===== config.mk =====
export PLATFORM = sky130hd
export DESIGN_NAME = complement_gate_mw
export DESIGN_NICKNAME = d
export VERILOG_FILES = /design/src/rtl/complement_gate_mw.sv
export SDC_FILE = /design/constraint.sdc
export NUM_CORES = 1
export LEC_CHECK = 0
export CAP_MARGIN = 40
export CORE_ASPECT_RATIO = 0.8
export CORE_MARGIN = 1.5
export CORE_UTILIZATION = 39
export DETAILED_ROUTE_END_ITERATION = 7
export MAX_ROUTING_LAYER = met4
export PLACE_DENSITY = 0.83
export SLEW_MARGIN = 30
export SYNTH_ARGS = -nofsm -noshare
export SYNTH_HDL_FRONTEND = slang
export SYNTH_SLANG_ARGS = --single-unit
export TNS_END_PERCENT = 30

===== constraint.sdc =====
create_clock -name CLOCK -period 3.2 [get_ports CLOCK]
set_clock_uncertainty 0.2 [all_clocks]
set_input_delay 0.48 -clock CLOCK [delete_from_list [all_inputs] [get_ports CLOCK]]
set_output_delay 0.48 -clock CLOCK [all_outputs]
set_load 0.005 [all_outputs]

===== src/rtl/complement_gate_mw.sv =====
// Early-bus OR merge plus serial sign/complement gate onto the intermediate bus, multi-word operands.
// Latency: EB/IB combinational (zero); neg/state/z one clock; mz/fo one clock after the last bit.
// Backpressure: none; a bit-serial stream, xfer=0 gates IB to 0 and abandons the operand.
//
// Ports:
//   CLOCK, rst        bit clock, synchronous active-low reset
//   eb_src            early-bus source lines, OR-merged onto EB
//   TS, op_start      sign-bit time strobe; op_start marks word 0 of an operand
//   xfer, mode        transfer enable; 00 pass, 01 SM->2C, 10 2C->SM, 11 SM negate
//   nwords            operand length in words (0 -> 1, clamped to MAX_WORDS)
//   ovf_in, fo_clr    set / clear for the sticky overflow flag (set wins)
//   EB, IB            early bus, intermediate bus
//   neg, fo, mz       latched operand sign, sticky overflow, minus-zero pulse
module complement_gate_mw #(
    parameter int NSRC      = 31,
    parameter int WORD_BITS = 29,
    parameter int MAX_WORDS = 2,
    parameter int NW_W      = $clog2(MAX_WORDS) + 1
) (
    input  logic            CLOCK,
    input  logic            rst,
    input  logic [NSRC-1:0] eb_src,
    input  logic            TS,
    input  logic            op_start,
    input  logic            xfer,
    input  logic [1:0]      mode,
    input  logic [NW_W-1:0] nwords,
    input  logic            ovf_in,
    input  logic            fo_clr,
    output logic            EB,
    output logic            IB,
    output logic            neg,
    output logic            fo,
    output logic            mz
);

    localparam int              BC_W      = (WORD_BITS > 2) ? $clog2(WORD_BITS) : 1;
    localparam logic [BC_W-1:0] BIT_LAST  = BC_W'(WORD_BITS - 1);
    localparam logic [NW_W-1:0] WORDS_MAX = NW_W'(MAX_WORDS);

    typedef enum logic [1:0] {
        IDLE   = 2'd0,
        PASS   = 2'd1,
        INVERT = 2'd2
    } state_t;

    state_t          state;
    logic [BC_W-1:0] bitcnt;
    logic [NW_W-1:0] wordcnt;
    logic [NW_W-1:0] wordcnt_nxt;
    logic [NW_W-1:0] n_eff;
    logic [NW_W-1:0] w_last;
    logic            z;
    logic            w0t0;
    logic            last_bit;
    logic            converting;
    logic            mz_set;

    assign EB = |eb_src;

    // Effective operand length: 0 behaves as a single word, oversize is clamped.
    always_comb begin
        n_eff = nwords;
        if (nwords == '0) begin
            n_eff = NW_W'(1);
        end else if (nwords > WORDS_MAX) begin
            n_eff = WORDS_MAX;
        end
    end

    assign w_last = n_eff - NW_W'(1);

    // The >= compare lets the post-reset value (MAX_WORDS-1) wrap cleanly even
    // when the current operand is shorter than MAX_WORDS.
    always_comb begin
        wordcnt_nxt = wordcnt;
        if (TS && op_start) begin
            wordcnt_nxt = '0;
        end else if (TS) begin
            wordcnt_nxt = (wordcnt >= w_last) ? '0 : wordcnt + 1'b1;
        end
    end

    // Sign bit of word 0; every other bit, including TS of later words, is magnitude.
    assign w0t0       = TS && (wordcnt_nxt == '0);
    assign last_bit   = (wordcnt == w_last) && (bitcnt == BIT_LAST);
    assign converting = ((mode == 2'b01) || (mode == 2'b10)) && neg;

    // Minus-zero: negative sign with an all-zero magnitude, including the last bit itself.
    assign mz_set = (state != IDLE) && xfer && last_bit && converting && z && !EB;

    // Serial two's complement: PASS lets the first 1 through, INVERT flips everything after it.
    always_comb begin
        IB = 1'b0;
        if (rst && xfer) begin
            if (w0t0) begin
                IB = (mode == 2'b11) ? ~EB : EB;
            end else if (state == INVERT) begin
                IB = ~EB;
            end else begin
                IB = EB;
            end
        end
    end

    always_ff @(posedge CLOCK) begin
        if (!rst) begin
            state   <= IDLE;
            neg     <= 1'b0;
            fo      <= 1'b0;
            mz      <= 1'b0;
            z       <= 1'b0;
            bitcnt  <= '0;
            wordcnt <= NW_W'(MAX_WORDS - 1);
        end else begin
            // TS always resynchronises the bit counter, whatever the current count.
            if (TS) begin
                bitcnt <= BC_W'(1);
            end else if (bitcnt == BIT_LAST) begin
                bitcnt <= '0;
            end else begin
                bitcnt <= bitcnt + 1'b1;
            end
            wordcnt <= wordcnt_nxt;

            if (!xfer) begin
                state <= IDLE;
            end else if (w0t0) begin
                state <= PASS;
                neg   <= EB;
            end else if ((state != IDLE) && last_bit) begin
                state <= IDLE;
            end else if ((state == PASS) && converting && EB) begin
                state <= INVERT;
            end

            if (w0t0) begin
                if (xfer) begin
                    z <= 1'b1;
                end
            end else if (EB) begin
                z <= 1'b0;
            end

            mz <= mz_set;

            // -2^n has no sign-magnitude form, so a minus-zero in 2C->SM is an overflow.
            if (ovf_in || (mz_set && (mode == 2'b10))) begin
                fo <= 1'b1;
            end else if (fo_clr) begin
                fo <= 1'b0;
            end
        end
    end

endmodule


**After elaboration in Yosys (flattened, before gate mapping)**

Index checks and enable logic that the tools add are counted.

- Output and inout port bits: 5
- Flip-flop bits (word level): 13
- Input port bits: 42

- Bitwise operators: 3
- Equal/unequal tests: 8
- Multiplexer cells: 19
- Reductions and logical operators: 29
- Add/subtract/negate cells: 3
- Order comparisons: 2

Operators by type and width:

| cell | count |
|---|---|
| $reduce_or 31->1 | 1 |
| $logic_and 1x1->1 | 14 |
| $mux 1 | 14 |
| $mux 2 | 5 |
| $eq 2x2->1 const B | 3 |
| $reduce_and 2->1 | 3 |
| $reduce_bool 2->1 | 3 |
| $add 5x1->5 const B | 1 |
| $eq 5x5->1 const B | 1 |
| $eq 2x1->1 const B | 2 |
| $logic_not 2->1 | 2 |
| $reduce_or 4->1 | 1 |
| $not 1->1 | 3 |
| $reduce_bool 3->1 | 1 |
| $reduce_or 3->1 | 1 |
| $add 2x1->2 const B | 1 |
| $eq 2x2->1 | 1 |
| $ge 2x2->1 | 1 |
| $gt 2x2->1 const B | 1 |
| $logic_or 1x1->1 | 2 |
| $ne 2x2->1 const B | 1 |
| $sub 2x1->2 const B | 1 |
| $logic_not 1->1 | 1 |

**Longest topological paths before layout**

Gate-level depths: netlist (run 1).

- Depth after elaboration: 13
- Gate-level depth with buffers: 7
- Mapped depth without buffers: 7

**Worst setup path after synthesis (run 1)**

Ideal clock, no wire load.

- Path kind: input to output
- Start point: input port nwords[1]
- End point: output port IB
- Path slack: 0.775 ns
- Arrival: 1.745 ns
- Cell stages on the path: 7
- Data required time: 2.520 ns
- Cell sequence: clkbuf_1 ha_1 nand2b_1 a221o_1 and2_4 o2111ai_1 nand2_1

- Longest elaborated chain between the ends: 12
- Elaborated cells between the ends (all ways): 13
- Classes of those cells: 1 x add/sub; 2 x order compare; 7 x mux; 3 x reduce/logical

Ends and longest elaborated chain:

| item | RTL line | RTL |
|---|---|---|
| start, declared | 27 | `input logic [NW_W-1:0] nwords,` |
| $gt 2x2->1 | 66 | `end else if (nwords > WORDS_MAX) begin` |
| $mux 2 | 66 |  |
| $mux 2 * | 64 | `if (nwords == '0) begin` |
| $sub 2x1->2 * | 71 | `assign w_last = n_eff - NW_W'(1);` |
| $ge 2x2->1 * | 80 | `wordcnt_nxt = (wordcnt >= w_last) ? '0 : wordcnt + 1'b1;` |
| $mux 2 * | 80 |  |
| $mux 2 * | 79 | `end else if (TS) begin` |
| $mux 2 * | 77 | `if (TS && op_start) begin` |
| $logic_not 2->1 * | 85 | `assign w0t0 = TS && (wordcnt_nxt == '0);` |
| $logic_and 1x1->1 * | 85 |  |
| $mux 1 * | 96 | `if (w0t0) begin` |
| $mux 1 * | 95 | `if (rst && xfer) begin` |
| end, declared | 31 | `output logic IB,` |

Every way passes the cells marked *; elsewhere a longest branch is shown, timed or not.

**Worst setup path in the final report (run 1)**

Same ends and word-level chain as after synthesis.

==> impl_metrics.tcl, run 1 <==
set metrics [dict create \
    numCtsBuffers 3 \
    fin_crit_ps 3110 \
    slowest_stage "clkdlybuf4s50_1" \
    vias 886 \
    setup_violations 0 \
    grt_pass1_vias 868 \
    hpwl_mm 1.89 \
    fp-row-count 14 \
    rsz0062_at_grt "false" \
    cap_violations 0 \
    viasPerCell 5.37 \
    final_cell_mix "clkdlybuf4s50_1 (44), dfxtp_1 (13), inv_1 (7), nand2_1 (7)" \
    syn_avg_cell_area_um2 8.76 \
    final_cells 165 \
    final_common_cell "clkdlybuf4s50_1" \
    dr.first_iter.drc_count 23 \
    post-route-period-util 0.972 \
    ys_ff_latch 13 \
    hold_class "register to register" \
    die_h_um 43.4 \
    synth.yosys.seq_area_share 0.327 \
    final_layout_size_suffix_gt1_frac 0.106 \
    io_buffers 45 \
    crit_arrival_ps 2430 \
    clkLatencyLatePin_ps 280 \
    cp.required_ps 2520 \
    path_clk_slew_ps 80 \
    cts_max_path_buffers 2 \
    max_freq_mhz 322 \
    antenna_found_initial 0 \
    drc 0 \
    ant_nets 0 \
    grt_start_max_net_pins 9 \
    path_class "primary input to primary output" \
    max_stage_delay_ps 400 \
    grt_pass1_wl_mm 3.52 \
    fin_nets 190 \
    dp.cells 161 \
    cts_tree "built" \
    wl_per_cell_um 13.6 \
    fp.dieW_um 53.5 \
    gr-total-overflow 0 \
    num_antenna_cells 0 \
    core-area_um2 1910 \
    worstSetupEndpointType "primary output" \
    synth.distinct_cells 39 \
    hold_viol_final 0 \
    p_leak_nw 0.557 \
    ios 47 \
    yosysWarnings 0 \
    clock-sinks 13 \
    status "complete, no violations" \
    post_cts_buffers 0 \
    ir_drop_mv 0.301 \
    reg2reg_depth 7 \
    start_kind "primary input" \
    min_path_cells 1 \
    netlist_area_um2 797 \
    syn_inst 91 \
    gp_congestion 0.811 \
    utilization 0.692 \
    fp.dieArea_um2 2330 \
    powerDensity_nw_per_um2 285 \
    crit_chain "clkdlybuf4s50_1 > ha_1 > nand2b_4 > a221o_1 > and2_4 > o2111ai_1 > nand2_1 > dlygate4sd2_1" \
    grt.total_usage 0.218 \
    syn2layout_area_growth_pct 65.8 \
    drv_slew 0 \
    crit_fanout 4 \
    start_util 0.417 \
    drt-total-wl_mm 2.25 \
    first_pass_iters 4 \
    cts_root_buf "clkbuf_4" \
    syn_nets 139 \
    h-tree-depth 1 \
    nFillCells 157 \
]
## final cells by class
class,instances,area [um2],area share
clock buffers,4,26.3,0.0199
multi-input cells,69,510,0.386
repair buffers,47,464,0.351
well taps,24,30.0,0.0227
flip-flops and latches,13,260,0.197
inverters,8,30.0,0.0227
## critical path, delay by kind of cell
kind | cells | cell delay [ps]
fa+ha+maj | 1 | 300
compound gates | 2 | 570
simple gates | 3 | 420
buf+inv | 2 | 660
## synthesized netlist by cell type
cell	n	share of area
dfxtp_1	13	0.33
inv_1	7	0.033
nand2_1	7	0.033
ha_1	6	0.094
nor2_1	6	0.028
nor4_1	6	0.047
nand3_1	3	0.019
o21ai_0	3	0.019
a211oi_1	2	0.019
and3_1	2	0.016
nand2b_1	2	0.016
nand4_1	2	0.016
nor2b_1	2	0.016
o2111ai_1	2	0.022
o211a_1	2	0.025
o21a_1	2	0.019
xor2_1	2	0.022
a21o_1	1	0.0094
a221o_1	1	0.013
a22o_1	1	0.011
and2_0	1	0.0079
and2_1	1	0.0079
and2_4	1	0.011
and3_2	1	0.0094
and4_1	1	0.011
and4b_4	1	0.017
and4bb_4	1	0.020
clkbuf_1	1	0.0047
conb_1	1	0.0047
inv_2	1	0.0047
nand3b_1	1	0.0094
nor2_2	1	0.0079
nor3_1	1	0.0063
nor4_2	1	0.016
o221a_1	1	0.014
o31ai_2	1	0.016
or2_1	1	0.0079
or3b_2	1	0.011
xnor2_1	1	0.011
## stage by stage
stage	area [um2]	hold slack [ps]	total power, mW	setup slack [ps]	TNS [ps]
CTS	1320	323	0.379	123	0
detailed placement	1290	304	0.275	-75.2	-75.2
finish	1320	328	0.376	90.2	0
global placement	1290	292	0.270	-27.8	-27.8
global route	1320	362	0.396	8.62	0
floorplan	797	272	0.207	775	0
## flip-flops by register name, summed over array words and instances, names as in the netlist
signal	count
neg	1
z	1
state	2
fo	1
wordcnt	2
mz	1
bitcnt	5
## kinds of logic after synthesis
logic type      Yosys count  synth area share
simple gates             43             0.333
compound gates           16             0.166
fa+ha+maj                 6            0.0942
flops                    13             0.327
buf+inv                   9            0.0424
other cells               1           0.00471
xor+xnor                  3            0.0330
## final timing paths
| check | startpoint | to | slack [ps] |
|---|---|---|---|
| worst max-delay path | nwords[1] | IB | 90 |
| worst min-delay path | z | z | 330 |
| worst max register to register | wordcnt[0] | z | 1030 |
| worst min register to register | z | z | 330 |
## power by group
group	switching, mW	total (mW)	leakage, nW	internal (mW)
Combinational	0.0319	0.0993	0.436	0.0674
Sequential	0.00594	0.174	0.106	0.168
Clock	0.0548	0.103	0.0150	0.0484
## timing repair
item	CTS	global route
endpoints found under the setup margin	1	0
hold buffers	0	0
gates resized for setup	2	0
## routing by layer
metal | track usage | vias up | routed length, um
li1 | - | 432 | -
met1 | 0.183 | 406 | 765
met2 | 0.405 | 44 | 1120
met3 | 0.103 | 4 | 336
met4 | 0.0872 | 0 | 27
met5 | - | - | 0
(Power assumes the default switching activity.)
==> run 2: changes to the inputs <==
--- a/config.mk
+++ b/config.mk
@@ -8,10 +8,11 @@
 export CAP_MARGIN = 40
 export CORE_ASPECT_RATIO = 0.8
 export CORE_MARGIN = 1.5
-export CORE_UTILIZATION = 39
+export CORE_UTILIZATION = 41
+export CTS_BUF_LIST = sky130_fd_sc_hd__clkbuf_2
 export DETAILED_ROUTE_END_ITERATION = 7
 export MAX_ROUTING_LAYER = met4
-export PLACE_DENSITY = 0.83
+export PLACE_DENSITY = 0.82
 export SLEW_MARGIN = 30
 export SYNTH_ARGS = -nofsm -noshare
 export SYNTH_HDL_FRONTEND = slang
==> run 2 against run 1 <==
Cell area unchanged. Utilization up 2.0 points. Fmax up 1.2%. Worst hold slack better by 13 ps. Global-route usage down 0.91 points. Routed wire length down 2.3%. Non-clock buffer count up 1. Clock power down 17%. Critical path depth unchanged. Combinational power down 2.7%. Sequential share of layout area unchanged. Flip-flop and latch count unchanged. Largest power group unchanged.
==> impl_metrics.tcl, run 2 (synthesis gave the netlist of run 1 again) <==
set metrics [dict create \
    crit_arrival_ps 2390 \
    first_pass_iters 7 \
    cts_root_buf "clkbuf_2" \
    core-area_um2 1860 \
    clkLatencyLatePin_ps 260 \
    ir_drop_mv 0.212 \
    grt_start_max_net_pins 9 \
    cts-resized-gates 2 \
    ios 47 \
    viasPerCell 5.39 \
    path_clk_slew_ps 120 \
    h-tree-depth 1 \
    setup_tns_ps 0 \
    cts_hold_buffers 0 \
    ant_nets 0 \
    max_flop_register "bitcnt" \
    crit_fanout 4 \
    fp.dieArea_um2 2220 \
    path_class "primary input to primary output" \
    layout_setup_ws_ps 127 \
    crit_buf_inv 2 \
    cap_violations 0 \
    status "complete, no violations" \
    p_leak_nw 0.557 \
    final_cell_mix "clkdlybuf4s50_1 (44), dfxtp_1 (13), inv_1 (7), nand2_1 (7)" \
    final_layout_size_suffix_gt1_frac 0.120 \
    setup_violations 0 \
    final_common_cell "clkdlybuf4s50_1" \
    cp_top_family "buffers and inverters" \
    io_buffers 45 \
    hpwl_mm 1.87 \
    fin_crit_ps 3070 \
    grt_pass1_wl_mm 3.46 \
    wl_per_cell_um 13.2 \
    dr.first_iter.drc_count 11 \
    max_stage_delay_ps 460 \
    num_antenna_cells 0 \
    largest_reg_flops 5 \
    cts_tree "built" \
    min_path_cells 2 \
    start_kind "primary input" \
    cts_max_path_buffers 2 \
    numCtsBuffers 3 \
    grt_pass1_vias 847 \
    clock-sinks 13 \
    reg2reg_depth 7 \
    nFillCells 166 \
    vias 894 \
    fp.dieW_um 52.3 \
    path_depth 8 \
    post-route-period-util 0.960 \
    slowest_stage "clkdlybuf4s50_1" \
    reg_top3 "bitcnt (5), state (2), wordcnt (2)" \
    drc 0 \
    gp_congestion 0.698 \
    gr-total-overflow 0 \
    fp-row-count 14 \
    max_freq_mhz 325 \
    hold_class "register to register" \
    grt.total_usage 0.209 \
    drv_slew 0 \
    cp.required_ps 2520 \
    hold_viol_final 0 \
    p_total_mw 0.357 \
    drt-total-wl_mm 2.19 \
    fin_nets 191 \
    powerDensity_nw_per_um2 270 \
    post_cts_buffers 0 \
    post-place-ws_ps -60.3 \
    crit_chain "clkdlybuf4s50_1 > ha_1 > nand2b_1 > a221o_1 > and2_4 > o2111ai_1 > nand2_1 > dlygate4sd2_1" \
    start_util 0.429 \
    antenna_found_initial 0 \
    die_h_um 42.4 \
    syn2layout_area_growth_pct 65.8 \
    rsz0062_at_grt "false" \
    worstSetupEndpointType "primary output" \
]
[run 2: cell count changes in the layout (fill, tap and decap cells not counted)]
cell | before | now
buf_4 | 2 | 3
clkbuf_1 | 1 | 0
clkbuf_2 | 0 | 4
clkbuf_4 | 3 | 0
nand2b_1 | 1 | 2
nand2b_4 | 1 | 0
o2111ai_1 | 2 | 1
o2111ai_2 | 0 | 1
[run 2: metrics by stage]
step	instance area, um2	hold WS [ps]	utilization	std cells
2_1_floorplan	797	272	-	91
3_3_place_gp	1300	295	0.698	162
3_5_place_dp	1300	316	0.698	162
4_1_cts	1320	337	0.712	166
5_1_grt	1320	371	0.712	166
6_report	1320	341	0.712	166
[run 2: per-layer routing]
| layer | global-route usage | part of all wire | up-vias |
|---|---|---|---|
| met1 | 0.205 | 0.35 | 409 |
| met4 | 0.0974 | 0.013 | 0 |
| met3 | 0.0714 | 0.14 | 4 |
| li1 | - | - | 433 |
| met2 | 0.365 | 0.49 | 48 |
| met5 | - | 0 | - |
[run 2: layout make-up]
class                      count  area, um2  share of cell area
multi-input combinational     69        509               0.385
timing repair buffer          48        472               0.357
sequential                    13        260               0.197
inverter                       8       30.0              0.0227
tap                           24       30.0              0.0227
clock buffer                   4       20.0              0.0152
[run 2: final timing paths]
path | startpoint | slack [ps] | endpoint
max | nwords[1] | 130 | IB
min | bitcnt[4] | 340 | bitcnt[4]
max reg2reg | wordcnt[0] | 990 | z
min reg2reg | bitcnt[4] | 340 | bitcnt[4]
[run 2: where the power goes]
part / leakage (nW) / switching, mW / internal [mW]
Sequential: 0.106 / 0.00603 / 0.168
Combinational: 0.434 / 0.0301 / 0.0664
Clock: 0.0166 / 0.0526 / 0.0332
[run 2: worst register-to-register path: stages (launching register included)]
cell,delay (ps)
dfxtp_1,440
inv_1,70
ha_1,300
nand2b_1,160
a221o_1,380
and2_4,190
buf_4,140
o221a_1,250
